`config.mk`:
```
export PLATFORM = sky130hd
export DESIGN_NAME = instr_fetch_ctrl_flat
export DESIGN_NICKNAME = d
export VERILOG_FILES = /design/src/rtl/instr_fetch_ctrl_if.sv /design/src/rtl/instr_fetch_ctrl.sv /design/src/flat_wrapper.sv
export SDC_FILE = /design/constraint.sdc
export NUM_CORES = 1
export LEC_CHECK = 0
export CORE_ASPECT_RATIO = 0.6
export CORE_MARGIN = 1
export CORE_UTILIZATION = 60
export CTS_BUF_LIST = sky130_fd_sc_hd__clkbuf_4 sky130_fd_sc_hd__clkbuf_8
export CTS_CLUSTER_SIZE = 28
export DETAILED_ROUTE_END_ITERATION = 10
export DONT_BUFFER_PORTS = 1
export GPL_TIMING_DRIVEN = 0
export PLACE_DENSITY = 0.76
export RECOVER_POWER = 50
export SLEW_MARGIN = 0
export SYNTH_ARGS = -nofsm -noshare
export SYNTH_HDL_FRONTEND = slang
export SYNTH_SLANG_ARGS = --single-unit
```
`constraint.sdc`:
```
create_clock -name clk -period 9.9 [get_ports clk]
set_clock_uncertainty 0.1 [all_clocks]
set_input_delay 1.485 -clock clk [delete_from_list [all_inputs] [get_ports clk]]
set_output_delay 1.485 -clock clk [all_outputs]
set_load 0.05 [all_outputs]
```
`src/rtl/instr_fetch_ctrl_if.sv`:
```
// Decode-side valid/ready handshake carrying the fetched
// instruction and its PC out of the prefetch queue.
interface instr_fetch_ctrl_if #(
  parameter int DW = 32,
  parameter int IW = 32
);
  logic          out_valid;
  logic          out_ready;
  logic [IW-1:0] out_instr;
  logic [DW-1:0] out_pc;

  modport master (
    output out_valid,
    output out_instr,
    output out_pc,
    input  out_ready
  );

  modport slave (
    input  out_valid,
    input  out_instr,
    input  out_pc,
    output out_ready
  );
endinterface

```
`src/rtl/instr_fetch_ctrl.sv`:
```
// Fetch PC owner + circular prefetch queue toward decode.
// Optional FETCH_PERF_CNT_EN adds fetch/stall counters.
module instr_fetch_ctrl #(
  parameter logic [31:0] RESET_PC    = 32'h0000_0000,
  parameter int          QUEUE_DEPTH = 4
) (
  input  logic        clk,
  input  logic        rst,
  output logic [31:0] imem_addr,
  input  logic [31:0] imem_instr,
  input  logic        redirect_valid,
  input  logic [31:0] redirect_pc,
  instr_fetch_ctrl_if.master dec
`ifdef FETCH_PERF_CNT_EN
  ,
  output logic [31:0] perf_fetched,
  output logic [31:0] perf_stall
`endif
);

  localparam int AW = $clog2(QUEUE_DEPTH);
  localparam int CW = AW + 1;

  typedef enum logic [1:0] {
    BOOT,
    FETCH,
    FULL
  } state_e;

  state_e          state_q;
  logic [31:0]     pc_q;
  logic [AW-1:0]   rd_q;
  logic [AW-1:0]   wr_q;
  logic [CW-1:0]   cnt_q;
  logic [31:0]     qpc_q  [QUEUE_DEPTH];
  logic [31:0]     qins_q [QUEUE_DEPTH];

  logic push;
  logic pop;
  logic last_slot;

  assign imem_addr     = pc_q;
  assign dec.out_valid = (cnt_q != '0) && !redirect_valid;
  assign dec.out_pc    = qpc_q[rd_q];
  assign dec.out_instr = qins_q[rd_q];

  assign push      = (state_q == FETCH) && !redirect_valid;
  assign pop       = dec.out_valid && dec.out_ready;
  assign last_slot = cnt_q == CW'(QUEUE_DEPTH - 1);

  always_ff @(posedge clk) begin
    if (rst) begin
      state_q <= BOOT;
      pc_q    <= RESET_PC;
      rd_q    <= '0;
      wr_q    <= '0;
      cnt_q   <= '0;
      for (int i = 0; i < QUEUE_DEPTH; i++) begin
        qpc_q[i]  <= '0;
        qins_q[i] <= '0;
      end
    end else if (redirect_valid) begin
      // Wrong-path entries are dropped by collapsing the queue.
      state_q <= FETCH;
      pc_q    <= {redirect_pc[31:2], 2'b00};
      rd_q    <= '0;
      wr_q    <= '0;
      cnt_q   <= '0;
    end else begin
      if (push) begin
        qpc_q[wr_q]  <= pc_q;
        qins_q[wr_q] <= imem_instr;
        wr_q         <= wr_q + 1'b1;
        pc_q         <= pc_q + 32'd4;
      end
      if (pop) begin
        rd_q <= rd_q + 1'b1;
      end
      if (push && !pop) begin
        cnt_q <= cnt_q + 1'b1;
      end else if (!push && pop) begin
        cnt_q <= cnt_q - 1'b1;
      end
      unique case (state_q)
        BOOT:  state_q <= FETCH;
        FETCH: if (!pop && last_slot) state_q <= FULL;
        FULL:  if (pop) state_q <= FETCH;
        default: state_q <= BOOT;
      endcase
    end
  end

`ifdef FETCH_PERF_CNT_EN
  logic [31:0] fetched_q;
  logic [31:0] stall_q;

  assign perf_fetched = fetched_q;
  assign perf_stall   = stall_q;

  always_ff @(posedge clk) begin
    if (rst) begin
      fetched_q <= '0;
      stall_q   <= '0;
    end else begin
      if (push && fetched_q != '1) begin
        fetched_q <= fetched_q + 32'd1;
      end
      if (state_q == FULL && stall_q != '1) begin
        stall_q <= stall_q + 32'd1;
      end
    end
  end
`endif

endmodule
```
`src/flat_wrapper.sv`:
```
// flat-port wrapper written by rule: the top's interface ports become plain ports
module instr_fetch_ctrl_flat 
#(
  parameter logic [31:0] RESET_PC    = 32'h0000_0000,
  parameter int          QUEUE_DEPTH = 4
)
  (clk, rst, imem_addr, imem_instr, redirect_valid, redirect_pc, dec_out_valid, dec_out_instr, dec_out_pc, dec_out_ready);
  instr_fetch_ctrl_if dec_i ();
  input  logic clk;
  input  logic rst;
  output logic [31:0] imem_addr;
  input  logic [31:0] imem_instr;
  input  logic redirect_valid;
  input  logic [31:0] redirect_pc;
  output wire logic [$bits(dec_i.out_valid)-1:0] dec_out_valid;
  output wire logic [$bits(dec_i.out_instr)-1:0] dec_out_instr;
  output wire logic [$bits(dec_i.out_pc)-1:0] dec_out_pc;
  input wire logic [$bits(dec_i.out_ready)-1:0] dec_out_ready;
  assign dec_out_valid = dec_i.out_valid;
  assign dec_out_instr = dec_i.out_instr;
  assign dec_out_pc = dec_i.out_pc;
  assign dec_i.out_ready = dec_out_ready;
  instr_fetch_ctrl #(.RESET_PC(RESET_PC), .QUEUE_DEPTH(QUEUE_DEPTH)) u_core (.clk(clk), .rst(rst), .imem_addr(imem_addr), .imem_instr(imem_instr), .redirect_valid(redirect_valid), .redirect_pc(redirect_pc), .dec(dec_i));
endmodule
```
# Yosys cells after proc, flatten, opt, wreduce, memory -nomap -nowiden
# Memory sizes are Yosys's and may differ from the RTL's. A register that Yosys moved wholly into a read port is not among the register bits.
# Index checks and enable logic that the tools add are counted.
[op_classes] muxes=24 reduce_logical=18 add_sub_neg=5 eq_ne=7
[op_table] cell="32-bit two-way mux" n=4
[op_table] cell="32-bit OR reduction" n=2
[op_table] cell="32-bit by 3-bit adder with 32-bit output (second input constant)" n=1
[op_table] cell="2-bit two-way mux" n=8
[op_table] cell="1-bit two-way mux" n=9
[op_table] cell="1-bit logical AND" n=6
[op_table] cell="3-bit two-way mux" n=2
[op_table] cell="2-bit one-hot mux with 3 select lines" n=1
[op_table] cell="2-bit by 1-bit adder with 2-bit output (second input constant)" n=2
[op_table] cell="2-bit AND reduction" n=2
[op_table] cell="2-bit nonzero test" n=2
[op_table] cell="3-bit by 1-bit adder with 3-bit output (second input constant)" n=1
[op_table] cell="3-bit by 2-bit == test with 1-bit output (second input constant)" n=1
[op_table] cell="1-bit zero test" n=3
[op_table] cell="3-bit by 2-bit != test with 1-bit output (second input constant)" n=1
[op_table] cell="3-bit != test (second input constant)" n=1
[op_table] cell="3-bit nonzero test" n=1
[op_table] cell="3-bit by 1-bit subtractor with 3-bit output (second input constant)" n=1
[op_table] cell="2-bit by 1-bit == test with 1-bit output (second input constant)" n=1
[op_table] cell="2-bit == test (second input constant)" n=1
[op_table] cell="2-bit zero test" n=1
[op_table] cell="2-bit by 1-bit != test with 1-bit output (second input constant)" n=1
[op_table] cell="2-bit != test (second input constant)" n=1
[op_table] cell="2-bit OR reduction" n=1
[totals] memories=2 ram_bits=256 out_inout_bits=97 input_bits=68 register_bits=41 wordCells=63
[mem_list] name="u_core.qins_q" words=4 word_bits=32 rd=1 rd_clocked_by_memory_dff=1 write_ports=4 line_no="instr_fetch_ctrl.sv:36" rtl="logic [31:0] qins_q [QUEUE_DEPTH];"
[mem_list] name="u_core.qpc_q" words=4 word_bits=32 rd=1 rd_clocked_by_memory_dff=1 write_ports=4 line_no="instr_fetch_ctrl.sv:35" rtl="logic [31:0] qpc_q [QUEUE_DEPTH];"

# Longest topological paths before layout
[depth] ltp_word=8 mapped_depth=11 ltp_nobuf=8

# Least setup slack after synthesis
# Ideal clock, no wire load.
[synth_path] path_kind="in2reg" from="input port redirect_valid" to="memory u_core.qins_q[1][0] (enable)" path_buffers=2 setup_time_ns=0.651 arrival_time_ns=8.224 t_required_ns=9.149 path_slack_ns=0.925 cell_stages=3 path_cell_list="clkbuf_1 > clkbuf_1 > o41ai_1"
[synth_rtl] element="start, declared" line_no="flat_wrapper.sv:13" rtl="input logic redirect_valid;"
[synth_rtl] element="end, declared" line_no="instr_fetch_ctrl.sv:36"

# Worst setup path after layout
[layout_path] from="input port redirect_valid" to="output port dec_out_valid"
[layout_via] elab_chain_len=2
[layout_lines] element="1-bit zero test" line_no="instr_fetch_ctrl.sv:43" rtl="assign dec.out_valid = (cnt_q != '0) && !redirect_valid;"
[layout_lines] element="1-bit logical AND" line_no="instr_fetch_ctrl.sv:43"
[layout_lines] element="end, declared" line_no="flat_wrapper.sv:15" rtl="output wire logic [$bits(dec_i.out_valid)-1:0] dec_out_valid;"
# No other way between the ends.

==> flow_metrics.tcl <==
set metrics [dict create \
    status "finished, violations left" \
    violations "design-rule violations, max-capacitance violations, max-slew violations" \
    die_y_um 116 \
    powerDensity_mw_per_mm2 182 \
    post_cts_resized 0 \
    rsz0062_at_grt "no" \
    fill_cells 1503 \
    routed_wl_mm 31.4 \
    clock_path_buffers 3 \
    grt-ovfl-total 0 \
    cts_buffers 43 \
    yosys-top-cells-area "edfxtp_1 57%, and2_1 11%, mux4_2 11%" \
    clk_latency_ps 540 \
    critical_path_arrival_ps 3480 \
    dp_hpwl_mm 21.6 \
    regArea_mm2 0.00827 \
    start_kind "primary input" \
    die_w_um 192 \
    synth_flop_cell "edfxtp_1" \
    multi_input_area_mm2 0.00443 \
    start_util 0.617 \
    cts.sinks 289 \
    drive_above_1_share 0.164 \
    max_cap_viol_count 3 \
    cts_max_level 2 \
    clockRootBuffer "clkbuf_8" \
    period_share 0.512 \
    min_period_ps 5070 \
    ant_nets 0 \
    synthCells 919 \
    post-route-drc-count 23 \
    ys_types 53 \
    critPathMaxFanout 10 \
    fmax_mhz 197 \
    hold_buffers 0 \
    whs_ps 423 \
    n_antenna_cell 0 \
    worst_slew_pin_slew_ps 1770 \
    synth_top_area_frac 0.570 \
    cts_setup_buffers 0 \
    core.rowCount 41 \
    areaGrowthSynthToFinish_pct 10.5 \
    worstPathCellList "clkbuf_1, inv_1, clkbuf_1, clkbuf_1, and2_1" \
    ir_drop_mv 0.104 \
    core_mm2 0.0212 \
    yosysMostFrequentCell "edfxtp_1" \
    synth_top_area_cell "edfxtp_1" \
    crit_path_end_kind "primary output" \
    crit_path_top_delay_cell "and2_1" \
    nets 1059 \
    async_flop_share 0 \
    slew_headroom -0.198 \
    final_area_mm2 0.0144 \
    utilization 0.681 \
    hold_viol_final 0 \
    num_vias 8006 \
    cp.required_ps 8320 \
    avgRoutedWirePerCell_um 24.1 \
    synthTopCellsByCount "248 x edfxtp_1, 240 x and2_1, 62 x mux4_2" \
    syn_avg_cell_area_um2 14.2 \
    antenna_found_initial 0 \
    crit_start "redirect_valid" \
    grt_first_pass_wirelength_mm 47.2 \
    grt_pass1_vias 7774 \
    critPathMaxStageDelay_ps 640 \
    cpMostUsedCell "clkbuf_1" \
    tns_ps 0 \
    ys_warn_count 0 \
    setup_viol 0 \
    hold_class "register to register" \
    portBuffers 0 \
    hp-start "u_core.rd_q[1]" \
    clk_transition_reported_paths_ps 60 \
    leakagePower_nw 5.01 \
    place.gp.congestion 0.907 \
    dieArea_mm2 0.0224 \
    r2r_start "u_core.state_q[0]" \
    synth_area_mm2 0.0131 \
    first_pass_iters 8 \
    drt_iter0_drc 1027 \
    io_pins 165 \
    synth-seq-cells 289 \
    slew_viol_final 31 \
    power_mw 2.62 \
    cts_tree "yes" \
    crit_type "primary input to primary output" \
    track_usage 0.288 \
    place_area_mm2 0.0137 \
    ys_seq_area_frac 0.633 \
    via_per_inst 6.15 \
    synth_edf_count 248 \
    grt_max_degree 42 \
]
==> where the power goes <==
group          total, mW  switching (mW)  internal, mW
Combinational      0.209           0.154        0.0554
Sequential          1.44          0.0628          1.38
Clock              0.973           0.461         0.512
==> worst max-delay path: cells and delay by family <==
family,cells,cell delay [ps]
buffers and inverters,4,1350
and+or+nand+nor,1,640
==> layer usage <==
| layer | share of wire | global-route usage | wire length (um) |
|---|---|---|---|
| met4 | 0.015 | 0.0630 | 472 |
| met3 | 0.12 | 0.0922 | 3920 |
| met5 | 0 | 0 | 0 |
| met1 | 0.43 | 0.435 | 13400 |
| met2 | 0.43 | 0.409 | 13600 |
==> kinds of logic after synthesis <==
| kind of cell | synth area share |
|---|---|
| flops | 0.633 |
| other cells | 0.000287 |
| fa+ha+maj | 0.00345 |
| xor+xnor | 0.0114 |
| compound gates | 0.0322 |
| simple gates | 0.185 |
| mux | 0.108 |
| buf+inv | 0.0273 |
==> registers in the layout (all words and copies together) (netlist names), named ones only <==
register,flops
u_core.rd_q,2
u_core.wr_q,2
u_core.qins_q,128
u_core.cnt_q,3
u_core.state_q,2
u_core.qpc_q,120
u_core.imem_addr,30
==> area by class of cell <==
class                      count  share of cell area
multi-input combinational    549               0.307
clock inverter                20             0.00824
tap                          279              0.0242
sequential                   289               0.573
buffer                        71              0.0213
inverter                      13             0.00338
timing repair buffer          21              0.0116
clock buffer                  59              0.0511
==> metrics by stage <==
step | worst slack, ps | cells
floorplan | 925 | 922
global placement | -4430 | 1201
detailed placement | 4940 | 1222
CTS | 4940 | 1301
global route | 4800 | 1301
finish | 4830 | 1301
==> worst paths after layout <==
path                            slack (ps)  cells after the start                   to
worst min register to register         420                      2             register
worst min-delay path                   420                      2             register
worst max register to register        5990                      7  u_core.qpc_q[1][25]
worst max-delay path                  4830                      5        dec_out_valid
==> cell usage in the layout (no fill, tap or decap), types with 2 or more instances in the layout <==
master / count
nand4b_1: 3
buf_4: 13
nand3_1: 13
clkinv_1: 8
nor4_1: 16
nor3_1: 6
nor2_1: 39
nand4_1: 13
and4_1: 5
nand2_1: 33
edfxtp_1: 248
clkbuf_8: 47
a2111oi_0: 3
buf_6: 4
a211oi_1: 11
o211ai_1: 2
xnor2_1: 8
or2_2: 4
mux4_2: 62
conb_1: 4
xor2_1: 9
clkbuf_4: 12
o41ai_1: 2
and2_0: 83
clkbuf_1: 63
o21ai_0: 6
and3_1: 6
or3_1: 9
or4_1: 6
ha_1: 2
o31ai_1: 10
and2_1: 157
a21oi_1: 7
buf_2: 9
a311oi_1: 9
clkinv_2: 10
dfxtp_1: 41
nor4b_1: 3
inv_1: 13
nor2b_1: 2
No activity file was read; power rests on OpenSTA's default activity.
